==> config.mk <==
export PLATFORM = sky130hd
export DESIGN_NAME = instruction_fetch_unit_flat
export DESIGN_NICKNAME = d
export VERILOG_FILES = /design/src/rtl/rv32_pkg.sv /design/src/rtl/instruction_fetch_unit_if.sv /design/src/rtl/if_id_pipeline_register.sv /design/src/rtl/instruction_fetch_unit.sv /design/src/flat_wrapper.sv
export SDC_FILE = /design/constraint.sdc
export NUM_CORES = 1
export LEC_CHECK = 0
export ABC_AREA = 0
export BUFFER_PORTS_ARGS = -buffer_cell sky130_fd_sc_hd__buf_2
export CAP_MARGIN = 20
export CORE_AREA = 4 4 118 204
export DETAILED_ROUTE_END_ITERATION = 8
export DIE_AREA = 0 0 122 208
export PLACE_DENSITY_LB_ADDON = 0.2
export SLEW_MARGIN = 20
export SYNTH_ARGS = -nofsm -noshare
export SYNTH_HDL_FRONTEND = slang
export SYNTH_SLANG_ARGS = --single-unit
==> constraint.sdc <==
create_clock -name clk -period 3.6 [get_ports clk]
set_clock_uncertainty 0.15 [all_clocks]
set_input_delay 0.36 -clock clk [delete_from_list [all_inputs] [get_ports clk]]
set_output_delay 0.36 -clock clk [all_outputs]
set_load 0.03 [all_outputs]
==> src/rtl/rv32_pkg.sv <==
// Shared RV32 definitions for the fetch stage: word width, NOP encoding,
// fetch FSM states and the {pc, instr} payload carried by IF/ID and the skid buffer.
package rv32_pkg;

  localparam int unsigned XLEN = 32;

  localparam logic [XLEN-1:0] NOP_INSTR = 32'h0000_0013;

  typedef enum logic [1:0] {
    FETCH   = 2'd0,
    HOLD    = 2'd1,
    DISCARD = 2'd2
  } fetch_state_e;

  typedef struct packed {
    logic [XLEN-1:0] pc;
    logic [XLEN-1:0] instr;
  } fetch_word_t;

  // Sequential PC, wraps modulo 2^32
  function automatic logic [XLEN-1:0] pc_incr(input logic [XLEN-1:0] pc);
    return pc + XLEN'(4);
  endfunction

endpackage

==> src/rtl/instruction_fetch_unit_if.sv <==
// Instruction-memory busywait handshake between the fetch unit (master) and memory (slave).
interface instruction_fetch_unit_if;
  import rv32_pkg::*;

  logic            imem_read;
  logic [XLEN-1:0] imem_address;
  logic [XLEN-1:0] imem_readdata;
  logic            imem_busywait;

  modport master (
    output imem_read,
    output imem_address,
    input  imem_readdata,
    input  imem_busywait
  );

  modport slave (
    input  imem_read,
    input  imem_address,
    output imem_readdata,
    output imem_busywait
  );

endinterface

==> src/rtl/if_id_pipeline_register.sv <==
// IF/ID pipeline register: reset > flush > load, otherwise holds.
// A flush turns the slot into a bubble but leaves the PC fields untouched.
module if_id_pipeline_register
  import rv32_pkg::*;
#(
  parameter logic [XLEN-1:0] NOP_INSTR = rv32_pkg::NOP_INSTR
) (
  input  logic            clk,
  input  logic            reset,
  input  logic            load,
  input  logic            flush,
  input  fetch_word_t     d,
  output logic [XLEN-1:0] pc_out,
  output logic [XLEN-1:0] pc_plus4_out,
  output logic [XLEN-1:0] instruction,
  output logic            valid
);

  always_ff @(posedge clk) begin
    if (!reset) begin
      pc_out       <= '0;
      pc_plus4_out <= '0;
      instruction  <= NOP_INSTR;
      valid        <= 1'b0;
    end else if (flush) begin
      instruction  <= NOP_INSTR;
      valid        <= 1'b0;
    end else if (load) begin
      pc_out       <= d.pc;
      pc_plus4_out <= pc_incr(d.pc);
      instruction  <= d.instr;
      valid        <= 1'b1;
    end
  end

endmodule

==> src/rtl/instruction_fetch_unit.sv <==
// IF stage: owns the PC, issues busywait requests to instruction memory, and feeds IF/ID.
// Handles decode stall through a one-entry skid buffer and EX redirects, including mid-fetch.
module instruction_fetch_unit
  import rv32_pkg::*;
#(
  parameter logic [XLEN-1:0] RESET_PC  = 32'h0000_0000,
  parameter logic [XLEN-1:0] NOP_INSTR = rv32_pkg::NOP_INSTR
) (
  input  logic                      clk,
  input  logic                      reset,
  instruction_fetch_unit_if.master  imem,
  input  logic                      stall,
  input  logic                      branch_taken,
  input  logic [XLEN-1:0]           branch_target,
  output logic                      fetch_busy,
  output logic [XLEN-1:0]           pc_out,
  output logic [XLEN-1:0]           pc_plus4_out,
  output logic [XLEN-1:0]           instruction,
  output logic                      valid
);

  fetch_state_e    state_q, state_d;
  logic [XLEN-1:0] pc_q, pc_d;
  logic            read_q, read_d;
  logic [XLEN-1:0] addr_q, addr_d;
  fetch_word_t     skid_q, skid_d;
  fetch_word_t     ifid_d;
  logic            ifid_load;
  logic            ifid_flush;
  logic [XLEN-1:0] target;

  // Targets are word aligned; the low two bits are simply cleared
  assign target = branch_target & ~XLEN'(3);

  assign imem.imem_read    = read_q;
  assign imem.imem_address = addr_q;

  assign fetch_busy = ((state_q == FETCH) && read_q && imem.imem_busywait)
                    || (state_q == DISCARD);

  always_ff @(posedge clk) begin
    if (!reset) begin
      state_q <= FETCH;
    end else begin
      state_q <= state_d;
    end
  end

  always_ff @(posedge clk) begin
    if (!reset) begin
      pc_q   <= RESET_PC;
      read_q <= 1'b0;
      addr_q <= RESET_PC;
      skid_q <= '0;
    end else begin
      pc_q   <= pc_d;
      read_q <= read_d;
      addr_q <= addr_d;
      skid_q <= skid_d;
    end
  end

  // Next-state, PC/request update and IF/ID control; priority is redirect > stall
  always_comb begin
    state_d      = state_q;
    pc_d         = pc_q;
    read_d       = read_q;
    addr_d       = addr_q;
    skid_d       = skid_q;
    ifid_load    = 1'b0;
    ifid_flush   = 1'b0;
    ifid_d.pc    = pc_q;
    ifid_d.instr = imem.imem_readdata;

    case (state_q)
      FETCH: begin
        if (branch_taken) begin
          pc_d       = target;
          ifid_flush = 1'b1;
          if (read_q && imem.imem_busywait) begin
            // Memory cannot abort the request; drain it in DISCARD
            state_d = DISCARD;
          end else begin
            read_d = 1'b1;
            addr_d = target;
          end
        end else if (!read_q) begin
          read_d = 1'b1;
          addr_d = pc_q;
        end else if (!imem.imem_busywait) begin
          if (stall && valid) begin
            skid_d.pc    = pc_q;
            skid_d.instr = imem.imem_readdata;
            pc_d         = pc_incr(pc_q);
            read_d       = 1'b0;
            state_d      = HOLD;
          end else begin
            ifid_load = 1'b1;
            pc_d      = pc_incr(pc_q);
            addr_d    = pc_incr(pc_q);
          end
        end else if (!stall) begin
          ifid_flush = 1'b1;
        end
      end

      HOLD: begin
        if (branch_taken) begin
          skid_d     = '0;
          ifid_flush = 1'b1;
          pc_d       = target;
          read_d     = 1'b1;
          addr_d     = target;
          state_d    = FETCH;
        end else if (!stall) begin
          ifid_load = 1'b1;
          ifid_d    = skid_q;
          skid_d    = '0;
          read_d    = 1'b1;
          addr_d    = pc_q;
          state_d   = FETCH;
        end
      end

      DISCARD: begin
        if (branch_taken) begin
          pc_d       = target;
          ifid_flush = 1'b1;
        end
        if (!imem.imem_busywait) begin
          read_d  = 1'b1;
          addr_d  = branch_taken ? target : pc_q;
          state_d = FETCH;
        end
      end

      default: begin
        state_d = FETCH;
      end
    endcase
  end

  if_id_pipeline_register #(
    .NOP_INSTR (NOP_INSTR)
  ) u_if_id (
    .clk          (clk),
    .reset        (reset),
    .load         (ifid_load),
    .flush        (ifid_flush),
    .d            (ifid_d),
    .pc_out       (pc_out),
    .pc_plus4_out (pc_plus4_out),
    .instruction  (instruction),
    .valid        (valid)
  );

endmodule
==> src/flat_wrapper.sv <==
// flat-port wrapper written by rule: the top's interface ports become plain ports
module instruction_fetch_unit_flat import rv32_pkg::*;
#(
  parameter logic [XLEN-1:0] RESET_PC  = 32'h0000_0000,
  parameter logic [XLEN-1:0] NOP_INSTR = rv32_pkg::NOP_INSTR
)
  (clk, reset, stall, branch_taken, branch_target, fetch_busy, pc_out, pc_plus4_out, instruction, valid, imem_imem_read, imem_imem_address, imem_imem_readdata, imem_imem_busywait);
  instruction_fetch_unit_if imem_i ();
  input  logic clk;
  input  logic reset;
  input  logic stall;
  input  logic branch_taken;
  input  logic [XLEN-1:0] branch_target;
  output logic fetch_busy;
  output logic [XLEN-1:0] pc_out;
  output logic [XLEN-1:0] pc_plus4_out;
  output logic [XLEN-1:0] instruction;
  output logic valid;
  output wire logic [$bits(imem_i.imem_read)-1:0] imem_imem_read;
  output wire logic [$bits(imem_i.imem_address)-1:0] imem_imem_address;
  input wire logic [$bits(imem_i.imem_readdata)-1:0] imem_imem_readdata;
  input wire logic [$bits(imem_i.imem_busywait)-1:0] imem_imem_busywait;
  assign imem_imem_read = imem_i.imem_read;
  assign imem_imem_address = imem_i.imem_address;
  assign imem_i.imem_readdata = imem_imem_readdata;
  assign imem_i.imem_busywait = imem_imem_busywait;
  instruction_fetch_unit #(.RESET_PC(RESET_PC), .NOP_INSTR(NOP_INSTR)) u_core (.clk(clk), .reset(reset), .imem(imem_i), .stall(stall), .branch_taken(branch_taken), .branch_target(branch_target), .fetch_busy(fetch_busy), .pc_out(pc_out), .pc_plus4_out(pc_plus4_out), .instruction(instruction), .valid(valid));
endmodule
## Yosys cells after proc, flatten, opt, wreduce, memory -nomap -nowiden

Index checks and enable logic that the tools add are counted.

- Register bits after elaboration: 228
- Input bits: 69
- Logic and storage cells: 99
- Output and inout port bits: 131

- $add $sub $neg: 2
- Reduce and logical (&&, ||, !) cells: 17
- Bitwise gates (word level): 2
- Equality and inequality tests: 15
- Multiplexer cells: 53

Operators by type and width:

| cell | number |
|---|---|
| 64-bit 2-to-1 mux | 9 |
| 32-bit 2-to-1 mux | 12 |
| 64-bit case mux with 2 select lines | 1 |
| 32-bit case mux with 3 select lines | 1 |
| 32-bit by 3-bit adder with 32-bit output, second input constant | 2 |
| 32-bit case mux with 2 select lines | 1 |
| 6-bit AND reduction | 3 |
| 1-bit 2-to-1 mux | 17 |
| 2-bit 2-to-1 mux | 8 |
| 3-bit inequality test, second input constant | 5 |
| 2-bit inequality test, second input constant | 4 |
| 4-bit inequality test, second input constant | 2 |
| 2-bit case mux with 3 select lines | 1 |
| 1-bit logical AND | 4 |
| 1-bit case mux with 2 select lines | 2 |
| 4-bit AND reduction | 1 |
| 2-bit nonzero test | 2 |
| 2-bit OR reduction | 2 |
| 3-bit by 2-bit inequality test with 1-bit output, second input constant | 1 |
| 1-bit case mux with 3 select lines | 1 |
| 3-bit AND reduction | 1 |
| 3-bit nonzero test | 1 |
| 2-bit by 1-bit == test with 1-bit output, second input constant | 1 |
| 2-bit == test, second input constant | 1 |
| 5 further kinds | 6 |

## Logic depth before layout (Yosys ltp)

- Depth in word-level cells: 7
- Gate-level depth with buffers: 15
- Mapped depth without buffers: 11

## Modules after synthesis

A second synthesis with hierarchy kept.

- Cell total of the unflattened synthesis: 1413
- Area, all modules: 11462.2 µm²

By module, submodules not included:

| module | area each (µm²) | sequential area each (µm²) | times used | cells each |
|---|---|---|---|---|
| instruction_fetch_unit | 7519.7 | 2622.5 | 1 | 953 |
| if_id_pipeline_register | 3942.5 | 1901.8 | 1 | 460 |

## Worst setup path before layout

Ideal clock, no wire load.

- Kind: register to register
- Start point: register u_core.state_q[1]
- End point: register u_core.u_if_id.pc_plus4_out[20]
- Cell stages (with the launch flop): 16
- Slack: -0.227 ns
- Data required time: 3.380 ns
- Clock period less this slack: 3.827 ns
- Setup time: 0.070 ns
- Path buffers: 4
- Arrival time: 3.606 ns
- Path through: dfxtp_1 inv_1 ha_1 or3b_1 clkbuf_1 clkbuf_1 clkbuf_1 buf_1 nand2_1 nand2_1 ha_1 nand4_1 or3_1 a22oi_2 mux2_2 a21oi_1

RTL lines:

| item | RTL line | text |
|---|---|---|
| start, declared | instruction_fetch_unit.sv:22 | `fetch_state_e state_q, state_d;` |
| start signal, assigned | instruction_fetch_unit.sv:45 | `state_q <= state_d;` |
| end signal, assigned | if_id_pipeline_register.sv:30 | `pc_plus4_out <= pc_incr(d.pc);` |
| end, declared | if_id_pipeline_register.sv:14 | `output logic [XLEN-1:0] pc_plus4_out,` |

==> results.cfg <==
[route]
vias = 11100
route.detailed.drc = 0
dr.pass1.iters = 6
viasPerCell = 6.04
drt-initial-drc-count = 785
wl_per_cell_um = 19.3
drt_wl_total_um = 35500
postRouteAntennaNets = 0

[sta]
finalCritPeriodShare_pct = 91.2
final-hold-violation-count = 0
tightest_slew_ns = 0.887
setup_ws_ns = 0.316
finalSetupTns_ns = 0
fin_crit_ns = 3.28
holdWs_ns = 0.0194
slew_viol_final = 0
rsz0062_at_grt = false
setup-violations-final = 0
max_freq_ghz = 0.304
relSlewSlack_pct = 40.7

[critical_path]
path_cells = inv_1 > ha_1 > nor3b_2 > buf_4 > nand2_1 > o21ai_0 > ha_1 > nand4_1 > nor4_1 > nor2_1 > o31a_1 > o31ai_1
start_kind = register
slowest_stage = nor4_1
reg2regPathDepth = 12
cp_top_family = simple AND/OR/NAND/NOR gates
end_kind = register
max_stage_delay_ns = 0.45
cp-endpoint = u_core.u_if_id.pc_plus4_out[24]
critPathKind = register to register
critPathArrivalTime_ns = 3.57
crit_buf_inv = 2
cp_max_fo = 18
critPathLaunch = u_core.state_q[1]
required_ns = 3.89
r2r-end = u_core.u_if_id.pc_plus4_out[24]
cp.depth = 12
rrSetupSlack_ns = 0.32
cp_common_cell = ha_1
worstReg2RegStart = u_core.state_q[1]

[cts]
cts_buffers = 22
cts_tree = yes
clock_sinks = 226
htreeDepth = 1
postCtsResizedCells = 0
clock_latency_ns = 0.53
clk_pin_slew_ns = 0.07
cts.path.max_buffers = 3
clock-root-buffer = clkbuf_16

[cells_and_area]
final_nets = 1594
utilization_pct = 60.6
area_growth_syn_to_layout_pct = 21.9
drive_gt1_share_pct = 21.6
fill_cells = 2074

[power]
p_leak_nw = 5.56
power_density_mw_per_mm2 = 454
irDropWorstVdd_mv = 0.397
finalPower_w = 0.00621

[flow_run]
cap_violations = 0

[place]
place.gp.congestion = 0.936
dpl.hpwl_um = 25000
dp_slack_ns = 0.307
io_buffer_count = 197

[yosys]
netlist_area_mm2 = 0.0112
netlist_instances = 1341
synth_edf_count = 0
yosysUniqueCellTypes = 69
synth_compound_gate_area_share_pct = 24.6
synthArstFlopShare_pct = 0
synth_simple_gate_area_share_pct = 20.3
synth_top_family_by_area = compound AO/OA/AOI/OAI gates
synthAdderAreaFrac_pct = 0.670
synth_fp_nets = 1416
synth_seq_cells = 226
ys.warnings.count = 0
ys.flop_type = dfxtp_1
synth_mux_area_share_pct = 7.20
synth.avg_cell_area_um2 = 8.36
synth_xor_area_share_pct = 1.56
ys_seq_area_share_pct = 40.4

[floorplan]
fp-row-count = 73
dieArea_mm2 = 0.0254
initial_core_util_pct = 49.7
die_w_um = 122
die_y_um = 208
core_area_mm2 = 0.0226
ios = 200

[grt]
grt_pass1_wl_um = 58100
grt_max_degree = 67
overflow = 0
grt_pass1_vias = 11200
track_usage_pct = 28.0
antenna_found_initial = 5

[status]
status = completed

[min_path]
hold_path_class = input pin to register
-- state kept, by name, indices dropped and copies added (netlist names), 2 cells and up --
| register | count |
|---|---|
| u_core.u_if_id.pc_plus4_out | 30 |
| u_core.u_if_id.instruction | 32 |
| u_core.pc_q | 32 |
| u_core.skid_q | 64 |
| u_core.state_q | 2 |
| u_core.imem.imem_address | 32 |
| u_core.u_if_id.pc_out | 32 |
-- through the flow --
stage,instances,instance area (um^2)
4_1_cts,1832,13600
5_1_grt,1834,13700
3_5_place_dp,1760,12500
2_1_floorplan,1341,11200
3_3_place_gp,1760,12500
6_report,1836,13700
-- repair_timing --
item,in CTS,in global routing
setup buffers,0,2
hold buffers,33,0
hold endpoints to repair,33,0
endpoints found under the setup margin,0,1
-- worst min path at each step --
stage                                         startpoint                             end  slack, ns  cells after the start
after floorplan                        u_core.skid_q[32]               u_core.skid_q[32]       0.28                      2
after global placement       u_core.imem.imem_address[2]     u_core.imem.imem_address[2]       0.29                      2
after detailed placement  u_core.u_if_id.pc_plus4_out[4]  u_core.u_if_id.pc_plus4_out[4]       0.29                      2
after CTS                              branch_target[28]                 u_core.pc_q[28]      0.009                      3
after global routing                    branch_target[7]     u_core.imem.imem_address[7]       0.04                      3
final                                   branch_target[8]     u_core.imem.imem_address[8]       0.02                      3
-- power breakdown --
part | internal [W] | switching [W]
registers | 0.00261 | 0.000109
clock network | 0.00157 | 0.00102
logic | 0.000319 | 0.000584
-- cells in the final DEF (no fill, tap or decap), types with 14 or more instances in the layout --
| cell type | n |
|---|---|
| dfxtp_1 | 226 |
| buf_2 | 197 |
| nand2_1 | 114 |
| nor2_1 | 111 |
| nand3_1 | 72 |
| a21oi_1 | 69 |
| mux2i_1 | 66 |
| a211oi_1 | 64 |
| a22o_1 | 63 |
| buf_4 | 61 |
| o21ai_0 | 57 |
| nand4_1 | 34 |
| dlygate4sd3_1 | 33 |
| nor3_1 | 28 |
| clkbuf_16 | 23 |
| nor4_1 | 21 |
| inv_1 | 17 |
| a31oi_1 | 17 |
| nand2b_1 | 16 |
| o211ai_1 | 15 |
| or3_1 | 14 |
| and3_1 | 14 |
-- final cells by class --
type	count	area, um^2	area share (%)
tap	300	375	2.75
inverter	19	71.3	0.522
multi-input combinational	959	6120	44.7
timing repair buffer	291	1770	13.0
clock buffer	28	614	4.50
sequential	226	4520	33.1
antenna	2	5.00	0.0366
clock inverter	11	186	1.36
-- tightest hold or removal path: stages --
cell and delay, ns:
buf_2 0.11, mux2i_1 0.06, o21ai_0 0.13
-- Yosys cell counts (17+ instances only) --
| master | count | area [um^2] |
|---|---|---|
| a22o_1 | 63 | 552 |
| dfxtp_1 | 226 | 4520 |
| nor3_1 | 29 | 145 |
| a31oi_1 | 17 | 106 |
| a21oi_1 | 70 | 350 |
| o21ai_0 | 57 | 285 |
| clkbuf_1 | 117 | 439 |
| inv_1 | 18 | 67.6 |
| nand4_1 | 34 | 213 |
| nand3_1 | 72 | 360 |
| nor4_1 | 21 | 131 |
| nand2_1 | 114 | 428 |
| a211oi_1 | 64 | 480 |
| mux2i_1 | 66 | 661 |
| nor2_1 | 113 | 424 |
-- kinds of logic (layout without fill, tap and decap cells) --
logic type / Yosys count / count (layout)
xor+xnor: 20 / 20
mux: 79 / 79
compound gates: 387 / 387
flops: 226 / 226
simple gates: 467 / 467
buf+inv: 156 / 349
other cells: 0 / 2
fa+ha+maj: 6 / 6
-- routing by layer --
metal	global-route usage, %	vias up	share of wire, %
met3	5.36	127	6.5
met2	47.5	365	49
met4	16.3	6	6.1
met1	32.3	5245	38
met5	0	-	0.12
li1	-	5342	-
No activity file was read; power rests on OpenSTA's default activity.
